File: src/rtl/rv32i_pkg.sv
// Shared RV32I decode constants and the hazard controller state encoding.
package rv32i_pkg;

  localparam logic [6:0] OP_R      = 7'b0110011;
  localparam logic [6:0] OP_IMM    = 7'b0010011;
  localparam logic [6:0] OP_LOAD   = 7'b0000011;
  localparam logic [6:0] OP_STORE  = 7'b0100011;
  localparam logic [6:0] OP_BRANCH = 7'b1100011;
  localparam logic [6:0] OP_JALR   = 7'b1100111;
  localparam logic [6:0] OP_JAL    = 7'b1101111;
  localparam logic [6:0] OP_LUI    = 7'b0110111;
  localparam logic [6:0] OP_AUIPC  = 7'b0010111;

  localparam logic [31:0] NOP_IW = 32'h00000013;

  typedef enum logic [1:0] {RUN, STALL, FLUSH} hz_state_t;

endpackage

File: src/rtl/rv32i_src_use.sv
// Source-register usage decode for one instruction word; shared with the ID stage.
module rv32i_src_use
  import rv32i_pkg::*;
(
  input  logic [31:0] iw,
  output logic        uses_rs1,
  output logic        uses_rs2,
  output logic [4:0]  rs1,
  output logic [4:0]  rs2
);

  logic [6:0] opcode;
  logic       unused_iw;

  assign opcode    = iw[6:0];
  assign rs1       = iw[19:15];
  assign rs2       = iw[24:20];
  assign unused_iw = ^{iw[31:25], iw[14:7]};

  assign uses_rs1 = opcode inside {OP_R, OP_IMM, OP_LOAD, OP_STORE, OP_BRANCH, OP_JALR};
  assign uses_rs2 = opcode inside {OP_R, OP_STORE, OP_BRANCH};

endmodule

File: src/rtl/rv32i_hazard_ctrl.sv
// Load-use stall / redirect flush sequencer with saturating perf counters.
module rv32i_hazard_ctrl
  import rv32i_pkg::*;
#(
  parameter int LOAD_STALL_CYCLES = 1,
  parameter int FLUSH_CYCLES      = 2,
  parameter int CNT_W             = 32
) (
  input  logic             clk,
  input  logic             reset,
  input  logic [31:0]      id_iw,
  input  logic [31:0]      ex_iw,
  input  logic             ex_wb_en,
  input  logic [4:0]       ex_wb_reg,
  input  logic             ex_redirect,
  input  logic [31:0]      ex_target,
  input  logic             mem_busy,
  output logic             stall_pc,
  output logic             stall_id,
  output logic             bubble_ex,
  output logic             flush_if_id,
  output logic             freeze_all,
  output logic             redirect_valid,
  output logic [31:0]      redirect_pc,
  output logic [CNT_W-1:0] stall_cnt,
  output logic [CNT_W-1:0] flush_cnt
);

  localparam logic [2:0] SCNT_INIT = 3'(LOAD_STALL_CYCLES - 1);
  localparam logic [2:0] FCNT_INIT = 3'(FLUSH_CYCLES - 1);

  hz_state_t  state, state_nxt;
  logic [2:0] scnt, scnt_nxt, fcnt, fcnt_nxt;
  logic       uses_rs1, uses_rs2;
  logic [4:0] rs1, rs2;
  logic       lu_hit, stall_inc, flush_inc;
  logic       unused_ex_iw;

  function automatic logic [CNT_W-1:0] sat_inc(input logic [CNT_W-1:0] v);
    return (v == '1) ? v : v + 1'b1;
  endfunction

  rv32i_src_use u_src_use (
    .iw       (id_iw),
    .uses_rs1 (uses_rs1),
    .uses_rs2 (uses_rs2),
    .rs1      (rs1),
    .rs2      (rs2)
  );

  assign unused_ex_iw = ^ex_iw[31:7];

  // x0 destinations never create a dependency, so they are excluded up front.
  assign lu_hit = (ex_iw[6:0] == OP_LOAD) && ex_wb_en && (ex_wb_reg != 5'd0) &&
                  ((uses_rs1 && (rs1 == ex_wb_reg)) || (uses_rs2 && (rs2 == ex_wb_reg)));

  always_ff @(posedge clk) begin
    if (reset) begin
      state <= RUN;
      scnt  <= 3'd0;
      fcnt  <= 3'd0;
    end else begin
      state <= state_nxt;
      scnt  <= scnt_nxt;
      fcnt  <= fcnt_nxt;
    end
  end

  always_comb begin
    state_nxt = state;
    scnt_nxt  = scnt;
    fcnt_nxt  = fcnt;
    if (!mem_busy) begin
      case (state)
        RUN: begin
          if (ex_redirect) begin
            if (FLUSH_CYCLES > 1) begin
              state_nxt = FLUSH;
              fcnt_nxt  = FCNT_INIT;
            end
          end else if (lu_hit && (LOAD_STALL_CYCLES > 1)) begin
            state_nxt = STALL;
            scnt_nxt  = SCNT_INIT;
          end
        end
        STALL: begin
          if (ex_redirect) begin
            scnt_nxt  = 3'd0;
            state_nxt = RUN;
            if (FLUSH_CYCLES > 1) begin
              state_nxt = FLUSH;
              fcnt_nxt  = FCNT_INIT;
            end
          end else begin
            scnt_nxt = scnt - 1'b1;
            if (scnt == 3'd1) state_nxt = RUN;
          end
        end
        FLUSH: begin
          fcnt_nxt = fcnt - 1'b1;
          if (fcnt == 3'd1) state_nxt = RUN;
        end
        default: state_nxt = RUN;
      endcase
    end
  end

  always_comb begin
    stall_pc       = 1'b0;
    stall_id       = 1'b0;
    bubble_ex      = 1'b0;
    flush_if_id    = 1'b0;
    freeze_all     = 1'b0;
    redirect_valid = 1'b0;
    redirect_pc    = 32'd0;
    stall_inc      = 1'b0;
    flush_inc      = 1'b0;
    if (!reset) begin
      if (mem_busy) begin
        freeze_all = 1'b1;
      end else if ((state != FLUSH) && ex_redirect) begin
        redirect_valid = 1'b1;
        redirect_pc    = ex_target;
        flush_if_id    = 1'b1;
        bubble_ex      = 1'b1;
        flush_inc      = 1'b1;
      end else if ((state == STALL) || ((state == RUN) && lu_hit)) begin
        stall_pc  = 1'b1;
        stall_id  = 1'b1;
        bubble_ex = 1'b1;
        stall_inc = 1'b1;
      end else if (state == FLUSH) begin
        flush_if_id = 1'b1;
      end
    end
  end

  always_ff @(posedge clk) begin
    if (reset) begin
      stall_cnt <= '0;
      flush_cnt <= '0;
    end else begin
      if (stall_inc) stall_cnt <= sat_inc(stall_cnt);
      if (flush_inc) flush_cnt <= sat_inc(flush_cnt);
    end
  end

endmodule

File: config.mk
export PLATFORM = sky130hd
export DESIGN_NAME = rv32i_hazard_ctrl
export DESIGN_NICKNAME = d
export VERILOG_FILES = /design/src/rtl/rv32i_pkg.sv /design/src/rtl/rv32i_src_use.sv /design/src/rtl/rv32i_hazard_ctrl.sv
export SDC_FILE = /design/constraint.sdc
export NUM_CORES = 1
export LEC_CHECK = 0
export CORE_MARGIN = 2
export CORE_UTILIZATION = 43
export CTS_CLUSTER_SIZE = 10
export DETAILED_ROUTE_END_ITERATION = 10
export GPL_TIMING_DRIVEN = 1
export PLACE_DENSITY_LB_ADDON = 0.25
export SLEW_MARGIN = 15
export SYNTH_ARGS = -nofsm -noshare
export SYNTH_HDL_FRONTEND = slang
export SYNTH_SLANG_ARGS = --single-unit
File: constraint.sdc
create_clock -name clk -period 7.3 [get_ports clk]
set_input_delay 1.825 -clock clk [delete_from_list [all_inputs] [get_ports clk]]
set_output_delay 1.825 -clock clk [all_outputs]
set_load 0.005 [all_outputs]
== After elaboration in Yosys (flattened, before gate mapping) ==
Cells that the tools add are included.

* $add $sub $neg: 4
* Equal/unequal tests: 20
* Mux-type cells: 28
* Reductions and logical operators: 20
* Bitwise logic cells: 3

{| class="wikitable"
|+ Operators by type and width
! kind !! number
|-
| 32-bit two-way mux || 3
|-
| 32-bit by 1-bit adder with 32-bit output, second input constant || 2
|-
| 32-bit equality test, second input constant || 2
|-
| 1-bit two-way mux || 17
|-
| 7-bit by 2-bit equality test with 1-bit output, second input constant || 2
|-
| 7-bit by 6-bit equality test with 1-bit output, second input constant || 2
|-
| 7-bit equality test, second input constant || 2
|-
| 5-bit equality test || 2
|-
| 2-bit two-way mux || 4
|-
| 7-bit by 5-bit equality test with 1-bit output, second input constant || 1
|-
| 1-bit logical AND || 7
|-
| 3-bit by 1-bit equality test with 1-bit output, second input constant || 2
|-
| 3-bit two-way mux || 2
|-
| 2-bit != test, second input constant || 3
|-
| 2-bit one-hot mux with 3 select lines || 1
|-
| 3-bit one-hot mux with 2 select lines || 1
|-
| 2-bit AND reduction || 3
|-
| 6-bit nonzero test || 1
|-
| 3-bit by 1-bit subtractor with 3-bit output, second input constant || 2
|-
| 5-bit nonzero test || 1
|-
| 4-bit AND reduction || 1
|-
| 3-bit != test, second input constant || 1
|-
| 1-bit inverter || 3
|-
| 3-bit AND reduction || 1
|-
| other kinds (8) || 9
|}

* Input bits: 106
* Register bits: 72
* Word-level logic and storage cells: 80
* Output and inout bits: 102

== Depth between registers and ports, before layout ==
* Depth after elaboration: 12
* Gate-level depth with buffers: 9
* Gate-level depth less buffers: 7

== By module ==
From an unflattened synthesis, not the netlist that was laid out.

* Cells, all modules: 483
* Area, all modules: 3976.3 um^2

{| class="wikitable"
|+ Modules (own cells, without submodules)
! module !! cells an instance !! times used !! area an instance (um^2) !! sequential area each (um^2)
|-
| rv32i_hazard_ctrl || 467 || 1 || 3843.7 || 1361.3
|-
| rv32i_src_use || 16 || 1 || 132.6 || 0.0
|}

== Worst setup path before layout ==
OpenSTA, ideal clock, no wires.

* Path kind: in2out
* From: input port id_iw[2]
* To: output port stall_pc
* Stages on the path: 8
* Path slack: 2.236 ns
* Arrival: 3.239 ns
* Required time: 5.475 ns
* Buffers on the path: 3
* Path through: or2_0 -> a2111oi_2 -> and4_1 -> o221ai_2 -> buf_6 -> buf_6 -> inv_1 -> buf_4

* Cells in the longest elaborated chain, start to end: 11

{| class="wikitable"
|+ Ends and longest elaborated chain
! item !! line !! RTL
|-
| start: declaration || rv32i_hazard_ctrl.sv:11 || <nowiki>input logic [31:0] id_iw,</nowiki>
|-
| 7-bit by 6-bit equality test with 1-bit output, or another cell as far along || rv32i_src_use.sv:20, rv32i_src_use.sv:21 ||
|-
| 6-bit nonzero test / 3-bit nonzero test (equally long branches) || rv32i_src_use.sv:20, rv32i_src_use.sv:21 ||
|-
| 1-bit logical AND || rv32i_hazard_ctrl.sv:55 || <nowiki>((uses_rs1 && (rs1 == ex_wb_reg)) || (uses_rs2 && (rs2 == ex_wb_reg)));</nowiki>
|-
| 1-bit logical OR (*) || rv32i_hazard_ctrl.sv:55 ||
|-
| 1-bit logical AND (*) || rv32i_hazard_ctrl.sv:54 || <nowiki>assign lu_hit = (ex_iw[6:0] == OP_LOAD) && ex_wb_en && (ex_wb_reg != 5'd0) &&</nowiki>
|-
| 1-bit logical AND (*) || rv32i_hazard_ctrl.sv:127 || <nowiki>end else if ((state == STALL) || ((state == RUN) && lu_hit)) begin</nowiki>
|-
| 1-bit logical OR (*) || rv32i_hazard_ctrl.sv:127 ||
|-
| 1-bit two-way mux (*) (4 in a row) || n/a ||
|-
| end: declaration || rv32i_hazard_ctrl.sv:18 || <nowiki>output logic stall_pc,</nowiki>
|}

Every way passes the cells marked *; elsewhere a longest branch is shown, timed or not.

== Final worst setup path ==
* From: input port id_iw[6]
* To: output port stall_pc

* Cells in the longest elaborated chain, start to end: 11

{| class="wikitable"
|+ Ends and longest elaborated chain
! item !! line !! RTL
|-
| 7-bit by 6-bit equality test with 1-bit output, or another cell as far along || rv32i_src_use.sv:20, rv32i_src_use.sv:21 ||
|-
| 6-bit nonzero test / 3-bit nonzero test (equally long branches) || rv32i_src_use.sv:20, rv32i_src_use.sv:21 ||
|-
| 1-bit logical AND || rv32i_hazard_ctrl.sv:55 ||
|-
| 1-bit logical OR (*) || rv32i_hazard_ctrl.sv:55 ||
|-
| 1-bit logical AND (*) || rv32i_hazard_ctrl.sv:54 ||
|-
| 1-bit logical AND (*) || rv32i_hazard_ctrl.sv:127 ||
|-
| 1-bit logical OR (*) || rv32i_hazard_ctrl.sv:127 ||
|-
| 1-bit two-way mux (*) || rv32i_hazard_ctrl.sv:127 ||
|-
| 1-bit two-way mux (*) || rv32i_hazard_ctrl.sv:121 || <nowiki>end else if ((state != FLUSH) && ex_redirect) begin</nowiki>
|-
| 1-bit two-way mux (*) || rv32i_hazard_ctrl.sv:119 || <nowiki>if (mem_busy) begin</nowiki>
|-
| 1-bit two-way mux (*) || rv32i_hazard_ctrl.sv:118 || <nowiki>if (!reset) begin</nowiki>
|}

Marks and branches as above.

==> flow_metrics.py <==
metrics = {
    "run_status": {
        "status": "finished clean",
    },
    "timing": {
        "maxSlewViolCount": 0,
        "tightestPinTransition_ns": 0.876,
        "finalHoldViolCount": 0,
        "setup_slack_ns": 1.56,
        "min_period_over_period": 0.786,
        "whs_ns": 0.495,
        "finalSetupTns_ns": 0,
        "slew-limit-headroom": 0.413,
        "finalClockSkew_ns": 0.00768,
        "fin_crit_ns": 5.74,
        "fmax_ghz": 0.174,
        "finalSetupViolations": 0,
        "rsz0062_at_grt": "no",
    },
    "cts": {
        "cts_inserted_buffers": 9,
        "clock-sinks": 68,
        "h-tree-depth": 3,
        "cts_tree": "yes",
        "insertion_delay_ns": 0.34,
        "cts_root_buffer": "clkbuf_8",
        "clkTransAtPathRegs_ns": 0.07,
        "clockBufferDepth": 2,
        "cts_setup_buffers": 0,
        "cts_hold_buf": 0,
        "cts_resized": 0,
    },
    "grt": {
        "grt_use_total": 0.230,
        "grt_start_max_net_pins": 59,
        "antenna_found_initial": 0,
        "grt_pass1_wl_mm": 18.5,
        "grt_pass1_vias": 3943,
        "overflow": 0,
    },
    "drt": {
        "avgRoutedWirePerCell_um": 14.6,
        "dr.pass1.iters": 4,
        "viasPerCell": 5.45,
        "first_iter_violations": 160,
        "remaining_drc_errors": 0,
        "routed_wl_mm": 11.1,
        "final_antenna_net_count": 0,
        "vias": 4140,
    },
    "critical_path": {
        "reg2reg_slack_ns": 4.39,
        "end_kind": "output port",
        "crit_family": "buffers and inverters",
        "crit_fanout": 3,
        "crit_type": "primary input to output port",
        "critical_path_buf_inv_count": 3,
        "cp.arrival_ns": 3.92,
        "worstPathCellList": "clkdlybuf4s50_1, or2_0, a2111oi_2, and4_1, o221ai_4, inv_1, clkdlybuf4s50_1",
        "slowest_stage": "clkdlybuf4s50_1",
        "critPathLaunchType": "primary input",
        "slowest_delay_ns": 0.52,
        "critPathMostFrequentCell": "clkdlybuf4s50_1",
        "required_ns": 5.48,
    },
    "floorplan": {
        "core-area_um2": 8680,
        "start_util": 0.443,
        "die_y_um": 98.6,
        "fp.dieArea_um2": 9720,
        "die_w_um": 98.6,
        "io_pins": 208,
        "rows": 34,
    },
    "yosys": {
        "synth_edf_count": 0,
        "ys.flop_type": "dfxtp_1",
        "synth_seq_cells": 68,
        "syn_inst": 493,
        "synth_nets": 603,
        "yosysWarnings": 0,
        "avgSynthCellArea_um2": 7.80,
        "async_flop_share": 0,
        "netlist-cell-type-count": 49,
        "yosysSeqAreaShare": 0.354,
        "syn-cell-area_um2": 3850,
    },
    "job": {
        "maxCapViolations": 0,
    },
    "layout": {
        "fin_nets": 756,
        "drive_above_1_share": 0.0507,
        "stdcell_area_um2": 5740,
        "postLayoutCoreUtil": 0.662,
        "antenna_cells": 0,
        "syn_to_final_growth_pct": 49.2,
    },
    "placement": {
        "dpl-instance-area_um2": 5560,
        "dp_hpwl_mm": 8.42,
        "io_buffer_count": 167,
        "place_congestion": 0.859,
        "dp_slack_ns": 1.54,
    },
    "power_and_ir_drop": {
        "ir_worst_vdd_uv": 89.2,
        "p_leak_nw": 1.86,
        "power_density_nw_per_um2": 130,
    },
    "hold_path": {
        "min_path_type": "flop to flop",
    },
}
==> routing by layer <==
layer / GRT usage / routed length (um) / vias to the layer above
met5: 0 / 0 / -
met4: 0.0896 / 231 / 0
met3: 0.0716 / 838 / 17
met2: 0.388 / 5500 / 128
met1: 0.273 / 4540 / 1924
li1: - / - / 2071
==> sequential cells by signal, summed over array words and instances, names as in the netlist <==
name	count
flush_cnt	32
stall_cnt	32
fcnt	3
state	1
==> cells in the mapped netlist (all sizes together), types with 2 or more instances <==
master,instances,area (um^2)
mux2,6,67.6
or4,5,37.5
nand3,23,115
nand2b,4,25.0
or2,3,18.8
buf,9,57.6
clkbuf,19,71.3
xnor2,14,123
o211ai,2,20.0
nor4,6,37.5
o31ai,3,22.5
nor4b,3,32.5
nor3,20,100
dfxtp,68,1360
and3,7,43.8
nand2,24,90.1
or3,30,188
and2,35,219
inv,16,60.1
a21oi,37,185
xor2,15,131
nand4,31,194
o21ai,33,165
nor2,47,176
o31a,2,17.5
nor2b,5,31.3
and4,8,72.6
ha,4,50.1
==> metrics by stage <==
stage | power [mW] | std cells
2_1_floorplan | 0.408 | 493
3_3_place_gp | 0.460 | 743
3_5_place_dp | 0.462 | 743
4_1_cts | 0.747 | 759
5_1_grt | 0.769 | 759
6_report | 0.744 | 759
==> path summary, 6_finish.rpt <==
check,startpoint,end,depth (start not counted)
min reg2reg,fcnt[1]$_SDFFE_PP0P_,fcnt[1]$_SDFFE_PP0P_,2
min,fcnt[1]$_SDFFE_PP0P_,fcnt[1]$_SDFFE_PP0P_,2
max,id_iw[6],stall_pc,7
max reg2reg,stall_cnt[0]$_SDFFE_PP0P_,stall_cnt[4]$_SDFFE_PP0P_,7
==> worst register-to-register path, delay by kind of cell, from the launching register on <==
| kind | cells | cell delay (ns) |
|---|---|---|
| adders and majority gates | 1 | 0.21 |
| DFF | 1 | 0.45 |
| and+or+nand+nor | 5 | 1.86 |
| muxes | 1 | 0.29 |
==> kinds of logic after synthesis <==
kind of cell | after synthesis | share of synthesized area
simple gates | 256 | 0.370
compound gates | 86 | 0.131
flops | 68 | 0.354
buf+inv | 44 | 0.0491
xor+xnor | 29 | 0.0660
mux | 6 | 0.0176
fa+ha+maj | 4 | 0.0130
==> report_power, final <==
part           internal [mW]  total (mW)  switching [mW]  leakage (nW)
combinational         0.0508      0.0776          0.0268          1.22
sequential             0.373       0.375         0.00239         0.548
clock                  0.151       0.292           0.140        0.0937
==> final cells by class <==
class | instances | area, um^2
clock buffer | 15 | 176
clock inverter | 1 | 5.00
fill | 748 | 2940
inverter | 16 | 60.1
multi-input combinational | 381 | 2310
sequential | 68 | 1360
tap | 108 | 135
timing repair buffer | 170 | 1690
==> cells in the final DEF, fill, tap and decap left out, types with 5 or more instances in the layout <==
master and instances:
or4_1 5, clkbuf_8 12, nor2_1 47, or3_1 30, and2_1 35, clkdlybuf4s50_1 166, xor2_1 15, and4_1 7
nand2_1 24, a21oi_1 37, mux2_2 6, nor2b_1 5, nand3_1 23, nor3_1 20, inv_1 16, xnor2_1 14
nand4_1 31, and3_1 7, dfxtp_1 68, nor4_1 6, o21ai_0 33
No activity file was read; power rests on OpenSTA's default activity.
